[src/rtl/rv_icache_if.sv]
// rv_icache_if: bus bundle for the instruction cache.
//   Fetch side : in_paddr/in_psel -> in_pready/in_prdata, plus in_fence_flag.
//   Memory side: out_paddr/out_psel/out_arlen/out_arsize -> out_rvalid/out_rlast/out_rdata.
// Modport slave is the cache itself; modport master is the surrounding fetch
// stage plus memory bus (or a testbench standing in for both).
interface rv_icache_if #(
    parameter int ADDR_WIDTH = 32,
    parameter int DATA_WIDTH = 32
);
    logic [ADDR_WIDTH-1:0] in_paddr;
    logic                  in_psel;
    logic                  in_pready;
    logic [DATA_WIDTH-1:0] in_prdata;
    logic                  in_fence_flag;
    logic [ADDR_WIDTH-1:0] out_paddr;
    logic                  out_psel;
    logic [7:0]            out_arlen;
    logic [2:0]            out_arsize;
    logic                  out_rvalid;
    logic                  out_rlast;
    logic [DATA_WIDTH-1:0] out_rdata;

    modport slave (
        input  in_paddr, in_psel, in_fence_flag, out_rvalid, out_rlast, out_rdata,
        output in_pready, in_prdata, out_paddr, out_psel, out_arlen, out_arsize
    );

    modport master (
        output in_paddr, in_psel, in_fence_flag, out_rvalid, out_rlast, out_rdata,
        input  in_pready, in_prdata, out_paddr, out_psel, out_arlen, out_arsize
    );
endinterface

[src/rtl/rv_icache.sv]
// rv_icache: direct-mapped, read-only instruction cache.
//   clock : single rising-edge clock
//   rstn  : asynchronous active-low reset
//   bus   : rv_icache_if.slave (fetch request port, refill burst port, fence.i)
// A miss refills the whole line with one incrementing burst; fence.i clears
// every valid bit (deferred to the end of a refill if one is in flight).
//
// state | meaning
// IDLE  | waiting for a fetch; hit lookup happens here
// HIT   | returning the word latched on a hit
// FILL  | refill burst in progress on the memory side
// RESP  | returning the requested word of the refilled line
module rv_icache #(
    parameter int ADDR_WIDTH = 32,
    parameter int DATA_WIDTH = 32,
    parameter int NUM_LINES  = 16,
    parameter int LINE_WORDS = 4
) (
    input logic        clock,
    input logic        rstn,
    rv_icache_if.slave bus
);
    localparam int WSEL_BITS = $clog2(LINE_WORDS);
    localparam int OFF_BITS  = WSEL_BITS + 2;
    localparam int IDX_BITS  = $clog2(NUM_LINES);
    localparam int TAG_BITS  = ADDR_WIDTH - OFF_BITS - IDX_BITS;

    typedef enum logic [1:0] {IDLE, HIT, FILL, RESP} state_t;

    state_t                state;
    logic [ADDR_WIDTH-1:0] addr_q;
    logic [NUM_LINES-1:0]  valid;
    logic [TAG_BITS-1:0]   tag_mem  [NUM_LINES];
    logic [DATA_WIDTH-1:0] data_mem [NUM_LINES][LINE_WORDS];
    logic [WSEL_BITS-1:0]  beat;
    logic                  fence_pending;
    logic                  pready;
    logic [DATA_WIDTH-1:0] prdata;
    logic                  psel_q;
    logic [ADDR_WIDTH-1:0] paddr_q;

    logic [IDX_BITS-1:0]   req_idx;
    logic [TAG_BITS-1:0]   req_tag;
    logic [WSEL_BITS-1:0]  req_wsel;
    logic [IDX_BITS-1:0]   fill_idx;
    logic [TAG_BITS-1:0]   fill_tag;
    logic [WSEL_BITS-1:0]  fill_wsel;
    logic                  hit;
    logic                  beat_fire;
    logic                  fill_done;

    always_comb begin
        req_idx   = bus.in_paddr[OFF_BITS +: IDX_BITS];
        req_tag   = bus.in_paddr[ADDR_WIDTH-1 -: TAG_BITS];
        req_wsel  = bus.in_paddr[2 +: WSEL_BITS];
        fill_idx  = addr_q[OFF_BITS +: IDX_BITS];
        fill_tag  = addr_q[ADDR_WIDTH-1 -: TAG_BITS];
        fill_wsel = addr_q[2 +: WSEL_BITS];
        // A fence on the same cycle as the lookup forces a miss.
        hit       = valid[req_idx] && (tag_mem[req_idx] == req_tag) && !bus.in_fence_flag;
        beat_fire = (state == FILL) && bus.out_rvalid;
        fill_done = beat_fire && bus.out_rlast;
    end

    // Tag and data arrays carry no reset; only the valid bits qualify them.
    always_ff @(posedge clock) begin
        if (beat_fire) data_mem[fill_idx][beat] <= bus.out_rdata;
        if (fill_done) tag_mem[fill_idx] <= fill_tag;
    end

    always_ff @(posedge clock or negedge rstn) begin
        if (!rstn) begin
            state         <= IDLE;
            addr_q        <= '0;
            valid         <= '0;
            beat          <= '0;
            fence_pending <= 1'b0;
            pready        <= 1'b0;
            prdata        <= '0;
            psel_q        <= 1'b0;
            paddr_q       <= '0;
        end else begin
            case (state)
                IDLE: begin
                    if (bus.in_fence_flag) valid <= '0;
                    if (bus.in_psel) begin
                        addr_q <= bus.in_paddr;
                        if (hit) begin
                            prdata <= data_mem[req_idx][req_wsel];
                            pready <= 1'b1;
                            state  <= HIT;
                        end else begin
                            psel_q  <= 1'b1;
                            paddr_q <= {bus.in_paddr[ADDR_WIDTH-1:OFF_BITS], {OFF_BITS{1'b0}}};
                            state   <= FILL;
                        end
                    end
                end
                HIT: begin
                    pready <= 1'b0;
                    if (bus.in_fence_flag) valid <= '0;
                    state <= IDLE;
                end
                FILL: begin
                    if (bus.in_fence_flag) fence_pending <= 1'b1;
                    if (beat_fire) beat <= beat + 1'b1;
                    if (fill_done) begin
                        if (fence_pending || bus.in_fence_flag) valid <= '0;
                        else valid[fill_idx] <= 1'b1;
                        fence_pending <= 1'b0;
                        psel_q        <= 1'b0;
                        paddr_q       <= '0;
                        pready        <= 1'b1;
                        // The requested word may be arriving on this very beat.
                        prdata <= (beat == fill_wsel) ? bus.out_rdata
                                                      : data_mem[fill_idx][fill_wsel];
                        state  <= RESP;
                    end
                end
                RESP: begin
                    pready <= 1'b0;
                    beat   <= '0;
                    if (bus.in_fence_flag) valid <= '0;
                    state <= IDLE;
                end
                default: state <= IDLE;
            endcase
        end
    end

    assign bus.in_pready  = pready;
    assign bus.in_prdata  = prdata;
    assign bus.out_psel   = psel_q;
    assign bus.out_paddr  = paddr_q;
    assign bus.out_arlen  = 8'(LINE_WORDS - 1);
    assign bus.out_arsize = 3'b010;
endmodule

[src/flat_wrapper.sv]
// flat-port wrapper written by rule: the top's interface ports become plain ports
module rv_icache_flat 
#(
    parameter int ADDR_WIDTH = 32,
    parameter int DATA_WIDTH = 32,
    parameter int NUM_LINES  = 16,
    parameter int LINE_WORDS = 4
)
  (clock, rstn, bus_in_paddr, bus_in_psel, bus_in_fence_flag, bus_out_rvalid, bus_out_rlast, bus_out_rdata, bus_in_pready, bus_in_prdata, bus_out_paddr, bus_out_psel, bus_out_arlen, bus_out_arsize);
  rv_icache_if #(.ADDR_WIDTH(ADDR_WIDTH), .DATA_WIDTH(DATA_WIDTH)) bus_i ();
  input logic clock;
  input logic rstn;
  input wire logic [$bits(bus_i.in_paddr)-1:0] bus_in_paddr;
  input wire logic [$bits(bus_i.in_psel)-1:0] bus_in_psel;
  input wire logic [$bits(bus_i.in_fence_flag)-1:0] bus_in_fence_flag;
  input wire logic [$bits(bus_i.out_rvalid)-1:0] bus_out_rvalid;
  input wire logic [$bits(bus_i.out_rlast)-1:0] bus_out_rlast;
  input wire logic [$bits(bus_i.out_rdata)-1:0] bus_out_rdata;
  output wire logic [$bits(bus_i.in_pready)-1:0] bus_in_pready;
  output wire logic [$bits(bus_i.in_prdata)-1:0] bus_in_prdata;
  output wire logic [$bits(bus_i.out_paddr)-1:0] bus_out_paddr;
  output wire logic [$bits(bus_i.out_psel)-1:0] bus_out_psel;
  output wire logic [$bits(bus_i.out_arlen)-1:0] bus_out_arlen;
  output wire logic [$bits(bus_i.out_arsize)-1:0] bus_out_arsize;
  assign bus_i.in_paddr = bus_in_paddr;
  assign bus_i.in_psel = bus_in_psel;
  assign bus_i.in_fence_flag = bus_in_fence_flag;
  assign bus_i.out_rvalid = bus_out_rvalid;
  assign bus_i.out_rlast = bus_out_rlast;
  assign bus_i.out_rdata = bus_out_rdata;
  assign bus_in_pready = bus_i.in_pready;
  assign bus_in_prdata = bus_i.in_prdata;
  assign bus_out_paddr = bus_i.out_paddr;
  assign bus_out_psel = bus_i.out_psel;
  assign bus_out_arlen = bus_i.out_arlen;
  assign bus_out_arsize = bus_i.out_arsize;
  rv_icache #(.ADDR_WIDTH(ADDR_WIDTH), .DATA_WIDTH(DATA_WIDTH), .NUM_LINES(NUM_LINES), .LINE_WORDS(LINE_WORDS)) u_core (.clock(clock), .rstn(rstn), .bus(bus_i));
endmodule
[config.mk]
export PLATFORM = sky130hd
export DESIGN_NAME = rv_icache_flat
export DESIGN_NICKNAME = d
export VERILOG_FILES = /design/src/rtl/rv_icache_if.sv /design/src/rtl/rv_icache.sv /design/src/flat_wrapper.sv
export SDC_FILE = /design/constraint.sdc
export NUM_CORES = 2
export LEC_CHECK = 0
export ABC_AREA = 1
export CAP_MARGIN = 20
export CELL_PAD_IN_SITES_DETAIL_PLACEMENT = 1
export CELL_PAD_IN_SITES_GLOBAL_PLACEMENT = 1
export CORE_UTILIZATION = 25
export DETAILED_ROUTE_END_ITERATION = 8
export DONT_BUFFER_PORTS = 1
export HOLD_SLACK_MARGIN = 0.1
export PLACE_DENSITY = 0.54
export SLEW_MARGIN = 20
export SYNTH_ARGS = -nofsm -noshare
export SYNTH_HDL_FRONTEND = slang
export SYNTH_SLANG_ARGS = --single-unit
[constraint.sdc]
create_clock -name clock -period 6.1 [get_ports clock]
set_input_delay 1.22 -clock clock [delete_from_list [all_inputs] [get_ports clock]]
set_output_delay 1.22 -clock clock [all_outputs]
set_load 0.01 [all_outputs]
==> results.txt <==
Die Ht: 685.0 µm
HP Class: input port to async pin
Final Net Count: 10,880
Cell family with most CP delay: buffers and inverters
Max-cap viol count: 0
Vias in the first global route: 92,710
Initial antenna violation count: 13
Sw Pwr: 20.22 mW
Post-synthesis cell area: 0.1166 mm²
Largest net degree at the start of global routing: 303
Vias: 92,130
Syn Inst Count: 11,100
Failing checks: slew limit
Drt first-iter violations: 8,415
Fin crit share: 86.82%
Clock buffer depth: 4
RSZ-0062 raised after global routing: false
Comb pwr share: 29.2%
CTS Hold Bufs: 1
Status: finished with violations
Sink Count: 2,545
Total CTS buffers: 306
Worst-path cell with the longest stage delay: buf_16
H-tree Lvls: 5
Critical path class: input port to register
All-Layer GR Usage: 20.30%
CTS tree: done
Starting Density: 25.14%
Mean area per synthesized cell: 10.50 µm²
Hold WS: 0.2188 ns
Crit-path cells: buf_16 > buf_16 > inv_8 > buf_4 > nand3_1 > nand3_1 > nand3_1 > nand2_1 > nor2_1 > nand2_1 > nor2_1 > nand2_1 > nor2_1 > nand4_1 > buf_4 > nand2_1 > buf_4 > nand2_1 > nand2_1
Fillers: 51,730
Maximum VDD drop: 0.3625 mV
Total power draw: 54.31 mW
Dpl cells: 16,670
Vias per inst: 5.348
Multi-input gate area: 0.03679 mm²
Top cell by count, worst path: nand2_1
Synth cell types: 32
First-pass GRT wire length: 696,300 µm
Register area: 0.07586 mm²
GR Overflow Total: 0
DRC viols: 0
Final Hold Vio Count: 0
Final HPWL DP: 263,600 µm
Placeable Area: 0.4639 mm²
Row cnt: 250
Post-DR wirelength/cell: 28.70 µm
Sw frac: 37.24%
GPL Wtd Cong: 0.7899
Rel. slew slack: -3.003%
Antenna-violating nets left: 0
Final min period: 5.296 ns
Critical path launch point type: input port
Setup TNS: 0 ns
Least-Margin Pin Slew: 1.545 ns
I/O pins: 147
Area growth syn-to-layout: 14.86%
CP peak stage delay: 0.68 ns
Worst skew pair latency: 0.95 ns
Post_cts resized: 0
Seq/Total Area, Yosys: 65.04%
PortBufs: 0
Root buffer cell: clkbuf_16
Proportion of layout cells with a drive suffix above 1: 7.092%
Bufs and invs on worst path: 6
Worst Path Max Fanout: 174
Clk pwr share: 32.2%
Peak Freq: 0.1888 GHz
Worst Path Arrival: 6.16 ns
# setup viols final: 0
Yosys reg bits: 2,545
Req. time, crit path: 6.97 ns
Power density over cell area: 405.4 mW/mm²
Reg clk slew, reported paths: 0.06 ns
Non-filler cells in the finished layout: 17,230
P_leak: 45.50 nW
Area of placed instances: 0.1245 mm²
Final instance area: 0.1340 mm²
Flop pwr share: 38.6%
Drt pass-1 iters: 6
Final Max Slew Viols: 28
Synth warnings: 0
Int Power: 34.09 mW
R2R Setup Slk: 2.11 ns
Worst setup EP type: register
WL final: 494,400 µm
Die width: 685.0 µm
Full die area: 0.4692 mm²
Setup Fix Bufs, Post-CTS: 0
Worst Skew: 0.06611 ns
-- sequential cells by signal, summed over array words and instances, names as in the netlist --
signal	flops
u_core.addr_q	30
u_core.beat	2
u_core.bus.in_prdata	32
u_core.bus.in_pready	1
u_core.bus.out_paddr	28
u_core.bus.out_psel	1
u_core.data_mem	2048
u_core.fence_pending	1
u_core.state	2
u_core.tag_mem	384
u_core.valid	16
-- through the flow --
| stage | utilization, % | setup WS (ns) |
|---|---|---|
| finish | 28.88 | 0.8037 |
| detailed placement | 26.84 | -0.07291 |
| global route | 28.87 | 0.6242 |
| floorplan | - | 2.377 |
| CTS | 28.85 | 0.8910 |
| global placement | 26.79 | 0.5297 |
-- worst register-to-register path, delay by kind of cell, from the launching register on --
family        cells  cell delay [ns]
simple gates      3             1.76
buf+inv           4             1.35
flops             1             0.50
-- synth_stat cells --
cell type	instances	area, µm²
edfxtp_1	2432	73030
nand2_1	2410	9046
nor2_1	1304	4895
o21ai_0	1177	5891
a22oi_1	976	7327
nand3_1	810	4054
clkbuf_1	569	2136
o22ai_1	425	2659
inv_1	228	855.8
buf_2	187	935.9
dfrtp_1	113	2828
nand4_1	107	669.4
buf_1	86	322.8
a21oi_1	80	400.4
o221ai_1	80	700.7
buf_4	43	322.8
o211ai_1	27	202.7
o21ai_1	15	75.07
buf_6	8	90.09
inv_2	5	18.77
ha_1	4	50.05
nor3_1	3	15.01
or2_2	3	18.77
a21o_1	2	15.01
a22o_1	2	17.52
conb_1	2	7.510
a31oi_1	1	6.260
inv_4	1	6.260
nand2_2	1	6.260
nand2_4	1	11.26
nor2_2	1	6.260
or2_1	1	6.260
-- layer usage --
layer / up-vias / track usage, % / share of wire, %
met4: 2 / 6.766 / 3.6
met3: 819 / 3.324 / 6.8
met2: 3295 / 32.41 / 45
met5: - / 0 / 0.0036
li1: 39870 / - / -
met1: 48140 / 27.94 / 45
-- placed cells by master, fill, tap and decap left out, drive strengths merged --
cell type,n
clkbuf,398
clkinv,120
o221ai,80
o21ai,1192
nand3,810
nand4,107
ha,4
o22ai,425
dfrtp,113
o211ai,27
a31oi,1
or2,4
inv,246
a22oi,976
edfxtp,2432
nand2,2412
a22o,2
bufinv,10
diode,12
conb,15
a21oi,80
a21o,2
clkinvlp,4
buf,273
nor2,1305
nor3,3
-- cell families (layout without fill, tap and decap cells) --
logic type | after synthesis | in the layout | synth area share (%)
and+or+nand+nor | 4641 | 4641 | 16.06
AOI/OAI and AO/OA | 2785 | 2785 | 14.83
DFF | 2545 | 2545 | 65.04
buffers and inverters | 1127 | 1051 | 4.020
adders and majority gates | 4 | 4 | 0.04292
other | 2 | 27 | 0.006439
-- cell type report --
| class | count | area share [%] |
|---|---|---|
| Multi-Input combinational cell | 7445 | 27.46 |
| Sequential cell | 2545 | 56.63 |
| Antenna cell | 12 | 0.02242 |
| Tap cell | 6174 | 5.767 |
| Clock buffer | 398 | 6.114 |
| Timing Repair Buffer | 273 | 2.455 |
| Clock inverter | 146 | 0.8435 |
| Inverter | 234 | 0.7015 |
-- final timing paths --
| kind | endpoint | depth (start not counted) | startpoint |
|---|---|---|---|
| min in group clock | u_core.data_mem[15][82] | 0 | bus_out_rdata[18] |
| worst max register to register | u_core.data_mem[10][52] | 7 | u_core.addr_q[5] |
| worst max-delay path | u_core.bus.out_paddr[22] | 19 | bus_in_paddr[5] |
| worst min-delay path | u_core.addr_q[27] | 1 | rstn |
| max in group asynchronous | u_core.addr_q[2] | 1 | rstn |
| worst min register to register | u_core.valid[7] | 2 | u_core.valid[7] |
-- power by group through the flow --
stage	Combinational, mW	Sequential [mW]	Clock (mW)
final	15.8	21.0	17.5
after global routing	16.8	21.1	18.4
after CTS	15.6	21.0	17.8
after detailed placement	15.5	21.3	0
after global placement	15.4	21.3	0
after floorplan	8.56	21.0	0
Power figures use the tool's default switching activity.
